`config.mk`:
```
export PLATFORM = sky130hd
export DESIGN_NAME = prio_arbiter_rr
export DESIGN_NICKNAME = d
export VERILOG_FILES = /design/src/rtl/prio_arbiter_rr.sv
export SDC_FILE = /design/constraint.sdc
export NUM_CORES = 1
export LEC_CHECK = 0
export ABC_AREA = 1
export BUFFER_PORTS_ARGS = -buffer_cell sky130_fd_sc_hd__buf_2
export CAP_MARGIN = 20
export CELL_PAD_IN_SITES_DETAIL_PLACEMENT = 1
export CELL_PAD_IN_SITES_GLOBAL_PLACEMENT = 1
export CORE_UTILIZATION = 38
export DETAILED_ROUTE_END_ITERATION = 8
export PLACE_DENSITY_LB_ADDON = 0.1
export SETUP_SLACK_MARGIN = 0.15
export SYNTH_ARGS = -nofsm -noshare
export SYNTH_HDL_FRONTEND = slang
export SYNTH_SLANG_ARGS = --single-unit
```
`constraint.sdc`:
```
create_clock -name clk -period 1.5 [get_ports clk]
set_input_delay 0.15 -clock clk [delete_from_list [all_inputs] [get_ports clk]]
set_output_delay 0.15 -clock clk [all_outputs]
set_load 0.05 [all_outputs]
```
`src/rtl/prio_arbiter_rr.sv`:
```
// Registered N-way arbiter. Priority is fixed MSB-first or round-robin, and a hold-time limit can preempt the owner.
// Latency: a sampled request becomes a visible grant one clock later. There is always one idle cycle between grants.
// Backpressure: none. A requester holds req until it is granted, then drops req to release the resource.
module prio_arbiter_rr #(
  parameter int  N        = 8,
  parameter int  MAX_HOLD = 0,
  localparam int IDX_W    = $clog2(N),
  localparam int HOLD_W   = $clog2(MAX_HOLD + 2)
) (
  input  logic             clk,
  input  logic             rst,
  input  logic [N-1:0]     req,
  input  logic             en,
  input  logic             mode,
  output logic [N-1:0]     gnt,
  output logic [IDX_W-1:0] gnt_idx,
  output logic             gnt_valid,
  output logic             preempt
);

  typedef enum logic {IDLE = 1'b0, GRANT = 1'b1} state_t;

  state_t            state, state_nxt;
  logic [N-1:0]      gnt_nxt;
  logic [IDX_W-1:0]  idx_nxt;
  logic              valid_nxt;
  logic              preempt_nxt;
  logic [IDX_W-1:0]  rr_ptr, rr_ptr_nxt;
  logic [HOLD_W-1:0] hold_cnt, hold_nxt;

  logic [IDX_W-1:0]  fix_win, rr_lo_all, rr_lo_ge, win, owner_inc;
  logic              rr_ge_found;
  logic              hold_at_max, others_pending, owner_req;

  // Compute the winner candidate for each mode from the live request vector.
  always_comb begin
    fix_win     = '0;
    rr_lo_all   = '0;
    rr_lo_ge    = '0;
    rr_ge_found = 1'b0;
    // The scan runs upward, so the last hit is the highest set index.
    for (int i = 0; i < N; i++) begin
      if (req[i]) fix_win = IDX_W'(i);
    end
    // The scan runs downward, so the last hit is the lowest set index.
    for (int i = N - 1; i >= 0; i--) begin
      if (req[i]) rr_lo_all = IDX_W'(i);
      if (req[i] && (IDX_W'(i) >= rr_ptr)) begin
        rr_lo_ge    = IDX_W'(i);
        rr_ge_found = 1'b1;
      end
    end
    win = mode ? (rr_ge_found ? rr_lo_ge : rr_lo_all) : fix_win;
  end

  // Derive the conditions that control how the current owner's grant ends.
  always_comb begin
    owner_req      = req[gnt_idx];
    others_pending = |(req & ~gnt);
    hold_at_max    = (MAX_HOLD != 0) && (hold_cnt == HOLD_W'(MAX_HOLD));
    owner_inc      = (gnt_idx == IDX_W'(N - 1)) ? '0 : gnt_idx + IDX_W'(1);
  end

  // Next-state and next-output logic. The outputs are registered, so this only decides what they become.
  always_comb begin
    state_nxt   = state;
    gnt_nxt     = gnt;
    idx_nxt     = gnt_idx;
    valid_nxt   = gnt_valid;
    preempt_nxt = 1'b0;
    rr_ptr_nxt  = rr_ptr;
    hold_nxt    = hold_cnt;
    case (state)
      IDLE: begin
        gnt_nxt   = '0;
        idx_nxt   = '0;
        valid_nxt = 1'b0;
        hold_nxt  = '0;
        if (en && (|req)) begin
          state_nxt = GRANT;
          for (int i = 0; i < N; i++) begin
            gnt_nxt[i] = (IDX_W'(i) == win);
          end
          idx_nxt   = win;
          valid_nxt = 1'b1;
          hold_nxt  = HOLD_W'(1);
        end
      end
      GRANT: begin
        // A release takes precedence: preempt is raised only while the owner still requests.
        if (!owner_req || (hold_at_max && others_pending)) begin
          state_nxt   = IDLE;
          gnt_nxt     = '0;
          idx_nxt     = '0;
          valid_nxt   = 1'b0;
          hold_nxt    = '0;
          rr_ptr_nxt  = owner_inc;
          preempt_nxt = owner_req;
        end else if ((MAX_HOLD != 0) && !hold_at_max) begin
          hold_nxt = hold_cnt + HOLD_W'(1);
        end
      end
      default: state_nxt = IDLE;
    endcase
  end

  // State and output registers, with an asynchronous reset to a cleared IDLE state.
  always_ff @(posedge clk or posedge rst) begin
    if (rst) begin
      state     <= IDLE;
      gnt       <= '0;
      gnt_idx   <= '0;
      gnt_valid <= 1'b0;
      preempt   <= 1'b0;
      rr_ptr    <= '0;
      hold_cnt  <= '0;
    end else begin
      state     <= state_nxt;
      gnt       <= gnt_nxt;
      gnt_idx   <= idx_nxt;
      gnt_valid <= valid_nxt;
      preempt   <= preempt_nxt;
      rr_ptr    <= rr_ptr_nxt;
      hold_cnt  <= hold_nxt;
    end
  end

endmodule

```
==> metrics.txt, run 1 <==
Hold/Removal Path Class=input port to flop; vias=1230; Total GRT Usage=0.230; total CTS buffers=3; fraction of registers with async set/reset=1.00; Detail Route Antenna Nets=0; Root Driver=clkbuf_4; row cnt=19; pre-CTS setup slack=-39.9 ps; fin crit share=1.03; Max-Cap Viols=0; share of layout cells above drive strength 1=0.487; Post-Syn Area=1150 um2; failing checks=DRC, setup timing; Final Hold Violating Endpoints=0; io pins=25; worst-path cell chain=a21oi_1 -> o21ai_0 -> nand3_1 -> nand2_2 -> nor2_4 -> inv_2 -> o22ai_1; full die area=3260 um2; number of synthesized flops with an enable pin=0; I/O Buffers=23; clock sinks=16; top cell type's share of synthesized area=0.347; WS Path Type=flop to flop; clock network power share=0.101; P_int=1390 uW; worst-case clock skew=9.57 ps; Tightest Pin Transition=649 ps; die width=57.1 um; Leakage Power=0.000824 uW; slew margin rel.=0.567; HPWL after DPL=2.58 mm; Synth Flop Type=dfrtp_1; outcome=complete, but fails checks; power consumption=2950 uW; Yosys cell types=23; DR iter-0 viols=22; Post-route DRC=2; minimum clock period=1550 ps; Synth Instances=162; Synth warnings=0; synthesized area per cell=7.11 um2; Synth Register Bits=16; final wirelength=3.80 mm; Setup crit end kind=flop; maximum number of pins on one net before global-route repair=17; Antenna Cells=0; die height=57.1 um; syn_nets=176; top cells by area, synth=dfrtp_1, nand2_1, inv_1, nand3_1, nand2_2; initial antenna violation count=0; share of power burned in registers=0.254; WL/cell=16.5 um; Peak VDD IR=1350 uV; final setup fails=9; Initial Util=0.411; slowest CP cell=dfrtp_2; Placed Cells=216; core region area=2810 um2; leading area contributor after synthesis=dfrtp_1; first-pass GRT wire length=5.71 mm; RSZ-0062 raised after global routing=true; Switching Fraction=0.529; Area Overhead vs Synth=36.9%; Initial DRT Pass Iterations=6; Worst-Skew Late Latency=300 ps; top post-synthesis cells by count=nand2_1, inv_1, dfrtp_1; Max Clk Rate=0.644 GHz; highest fanout seen on the critical path=6; part of the power in combinational logic=0.646; final worst slack=-51.9 ps; Placer Congestion=0.916; Switch Pwr=1560 uW; setup TNS=-205 ps; sequential area share after synthesis=0.347; CP required=1700 ps; clock slew at reported path FFs=100 ps; Slew Limit Fails=0; CP arrival=1750 ps; H-tree Lvls=1; Final #Nets=214; total grt overflow=0; Non-Filler Instances=230; vias in the first global route=1221; most frequent cell after synthesis=nand2_1; largest buffer count on any clock path=2; vias per cell=5.35; CTS tree=done; Worst path max stage delay=470 ps; fin util=0.562; startpoint class of the critical path=flop; P per Cell Area=1870 nW/um2
-- flip-flops by register name, indices dropped and copies added (netlist names) --
signal	flops
gnt	8
gnt_idx	3
gnt_valid	1
rr_ptr	3
state	1
-- worst max-delay path: cells and delay by family (launching register included) --
| kind | cells | cell delay, ps |
|---|---|---|
| AND/OR/NAND/NOR | 3 | 400 |
| buffers and inverters | 1 | 80 |
| flip-flops | 1 | 470 |
| AO/OA/AOI/OAI | 3 | 490 |
-- through the flow --
stage          hold WS [ps]  cell area, um2
2_1_floorplan          63.6            1150
3_3_place_gp            241            1310
3_5_place_dp            257            1310
4_1_cts                 240            1440
5_1_grt                 256            1580
6_report                240            1580
-- layer usage --
metal,up-vias,global-route usage,share of wire
li1,593,-,-
met1,596,0.298,0.43
met2,28,0.380,0.51
met3,13,0.0385,0.032
met4,0,0.0976,0.032
met5,-,0,0
-- final cells by class --
cell class              instances  area [um2]
clock buffers                   4        36.3
inverters                      27         106
fillers                       363        1230
flip-flops and latches         16         407
repair buffers                 34         231
multi-input cells             118         758
well taps                      31        38.8
-- cell usage in the layout (no fill, tap or decap), types with 2 or more instances in the layout --
master,count
nand4_1,4
inv_2,6
buf_4,5
o21ai_1,4
nor2_1,3
a21oi_1,5
nor2_4,4
nand2_2,15
buf_6,3
nand3_1,7
inv_4,2
dfrtp_2,5
nand2_4,3
o22ai_1,2
dfrtp_1,11
nor2_2,4
nand2_1,41
clkbuf_4,3
o21ai_0,4
nand3_2,11
a21oi_2,3
inv_1,18
buf_2,23
ha_4,2
-- worst paths after layout --
| check | startpoint | end | slack [ps] | depth (start not counted) |
|---|---|---|---|---|
| max in group asynchronous | rst | rr_ptr[2]$_DFFE_PP0P_ | 560 | 3 |
| setup reg to reg | gnt_idx[0]$_DFFE_PP0P_ | gnt_idx[2]$_DFFE_PP0P_ | -50 | 7 |
| hold / removal | en | gnt_valid$_DFFE_PP0P_ | 240 | 3 |
| min in group asynchronous | rst | gnt_valid$_DFFE_PP0P_ | 470 | 3 |
| setup / recovery | gnt_idx[0]$_DFFE_PP0P_ | gnt_idx[2]$_DFFE_PP0P_ | -50 | 7 |
| hold reg to reg | gnt[6]$_DFFE_PP0P_ | gnt[6]$_DFFE_PP0P_ | 480 | 2 |
-- power groups by stage --
stage | Combinational (uW) | Clock, uW | Sequential (uW)
4_1_cts | 1560 | 302 | 696
3_5_place_dp | 1400 | 0 | 710
2_1_floorplan | 765 | 0 | 987
6_report | 1910 | 297 | 749
3_3_place_gp | 1360 | 0 | 699
5_1_grt | 2050 | 323 | 771
-- logic make-up (layout without fill, tap and decap cells) --
group	Yosys count	after routing	share of synthesized area
AOI/OAI and AO/OA	22	22	0.116
buffers and inverters	28	65	0.0945
DFF	16	16	0.347
other	1	1	0.00325
adders and majority gates	2	2	0.0217
and+or+nand+nor	93	93	0.417
-- timing repair --
| action | 4_1_cts | 5_1_grt |
|---|---|---|
| endpoints found under the setup margin | 14 | 15 |
| cloned | 0 | 1 |
| hold buffers | 1 | 0 |
| pin swaps | 9 | 11 |
| buffers inserted | 5 | 3 |
| resized for setup | 9 | 30 |
| hold endpoints to repair | 16 | 0 |
Power figures use the tool's default switching activity.
==> run 2: changes to the inputs <==
Settings changed: ABC_AREA 1 to unset, CORE_UTILIZATION 38 to 43, SLEW_MARGIN set to 20.
Clock period 1.5 ns to 1.9 ns, I/O delays scaled along.
==> metrics.txt, run 2 <==
Synth Flop Type=dfrtp_1; row cnt=17; biggest regs=gnt (8), gnt_idx (3), rr_ptr (3); Top Layer Used=met4; Post-Syn Area=1080 um2; H-tree Lvls=1; Switching Fraction=0.481; commonest non-fill, non-tap cell in the layout=buf_2; CP required=2120 ps; final wirelength=3.39 mm; total grt overflow=0; top cell type's share of synthesized area=0.372; clock network power share=0.096; total CTS buffers=3; die width=52.1 um; clock slew at reported path FFs=90 ps; top cells by area, synth=dfrtp_1, nand2_1, a32o_1, mux4_2, o31ai_1; full die area=2710 um2; WL/cell=19.5 um; Worst path max stage delay=430 ps; Slew Limit Fails=0; syn_nets=126; leading area contributor after synthesis=dfrtp_1; maximum number of pins on one net before global-route repair=17; power consumption=1810 uW; most frequent cells in the layout=buf_2, nand2_1, dfrtp_1; Placed Cells=168; Total GRT Usage=0.280; Synth Instances=112; worst-path cell chain=a2bb2oi_1 -> a221o_1 -> nor3_4 -> o311ai_4 -> a32oi_4 -> a32o_1; Filler Cells Inserted=277; most frequent cell after synthesis=dfrtp_1; P_int=941 uW; Hold/Removal Path Class=input port to flop; part of the power in combinational logic=0.602; outcome=completed; Non-Filler Instances=174; Placer Congestion=0.798; Max Clk Rate=0.530 GHz; Setup crit end kind=flop; max FFs per register=8; slowest CP cell=dfrtp_1; Yosys cell types=41; area occupied by multi-input gates=691 um2; Worst-Skew Late Latency=280 ps; worst-case clock skew=1.91 ps; fin util=0.605; share of power burned in registers=0.302; Biggest register=gnt; Peak VDD IR=1070 uV; minimum clock period=1890 ps; Initial Util=0.473; RSZ-0062 raised after global routing=true; Metal-1 WL=1.42 mm; Area Overhead vs Synth=27.8%; core region area=2280 um2; fin crit share=0.993; first-pass GRT wire length=5.33 mm; Met2 Routed Length=1.80 mm; fraction of registers with async set/reset=1.00; Tightest Pin Transition=643 ps; Synth Register Bits=16; Initial DRT Pass Iterations=4; Root Driver=clkbuf_4; io pins=25; Antenna Cells=0; Routed met3 length=99 um; share of layout cells above drive strength 1=0.418; number of synthesized flops with an enable pin=0; Switch Pwr=872 uW; Register Area=405 um2; CP arrival=2100 ps; vias per cell=6.06; final setup fails=0; initial antenna violation count=0; vias=1055; Max-Cap Viols=0; WS Path Type=flop to flop; DR iter-0 viols=14; startpoint class of the critical path=flop; synthesized area per cell=9.62 um2; Detail Route Antenna Nets=0; I/O Buffers=23; die height=52.1 um; sequential area share after synthesis=0.372; CTS tree=done; Post-route DRC=0; Final #Nets=162; top post-synthesis cells by count=dfrtp_1, nand2_1, nor2_1; largest buffer count on any clock path=2; Final Hold Violating Endpoints=0; clock sinks=16; HPWL after DPL=2.37 mm; Synth warnings=0; highest fanout seen on the critical path=5; slew margin rel.=0.571; P per Cell Area=1320 nW/um2; Leakage Power=0.000626 uW; vias in the first global route=1086; Hold Slack=301 ps
[run 2: cell types whose count changed after synthesis, moves of 6 or more]
cell	delta
nand2_1	-32
inv_2	-6
inv_1	-16
nand3_1	-12
nand2_2	-10
[run 2: layer usage]
layer | track usage | vias to the layer above
met1 | 0.338 | 522
met5 | 0 | -
met4 | 0.0991 | 0
met3 | 0.0322 | 10
li1 | - | 494
met2 | 0.506 | 29
[run 2: logic make-up after synthesis]
family                   after synthesis  share of synthesized area
AO/OA/AOI/OAI                         34                      0.259
adder cells (fa/ha/maj)                2                     0.0232
buffers and inverters                  9                     0.0581
flip-flops                            16                      0.372
multiplexers                           5                     0.0720
other                                  1                    0.00348
AND/OR/NAND/NOR                       45                      0.213
[run 2: per-stage QoR]
stage | area [um2] | TNS [ps] | setup WS [ps]
floorplan | 1090 | -141 | -47.0
global placement | 1260 | 0 | 60.0
detailed placement | 1260 | -144 | -64.3
CTS | 1360 | 0 | 32.7
global route | 1380 | -104 | -37.8
finish | 1380 | 0 | 12.5
[run 2: worst max-delay path, delay by kind of cell (launching register included)]
kind            cells  cell delay, ps
compound gates      5            1210
flops               1             430
simple gates        1             190
[run 2: what timing repair did]
action	CTS	global route
endpoints found under the setup margin	10	11
endpoints found under the hold margin	16	0
gates cloned	1	0
hold buffers	1	0
setup buffers	1	0
pin swaps	3	1
resized for setup	8	5
[run 2: final timing paths]
check                      depth (start not counted)  slack (ps)             startpoint                      to
hold reg to reg                                    2         480  gnt_valid$_DFFE_PP0P_   gnt_valid$_DFFE_PP0P_
hold / removal                                     3         300                     en   gnt_valid$_DFFE_PP0P_
min in group asynchronous                          3         530                    rst  gnt_idx[2]$_DFFE_PP0P_
setup reg to reg                                   6          10  rr_ptr[2]$_DFFE_PP0P_      gnt[3]$_DFFE_PP0P_
setup / recovery                                   6          10  rr_ptr[2]$_DFFE_PP0P_      gnt[3]$_DFFE_PP0P_
max in group asynchronous                          3         920                    rst  gnt_idx[1]$_DFFE_PP0P_
[run 2: area by class of cell]
type	count	share of cell area
sequential	16	0.295
timing repair buffer	35	0.151
multi-input combinational	88	0.502
clock buffer	3	0.0164
tap	28	0.0255
inverter	4	0.0109
[run 2: power by group through the flow]
stage	clock, uW	sequential, uW	combinational (uW)
2_1_floorplan	0	742	529
3_3_place_gp	0	530	965
3_5_place_dp	0	539	999
4_1_cts	179	533	1070
5_1_grt	192	560	1160
6_report	174	547	1090
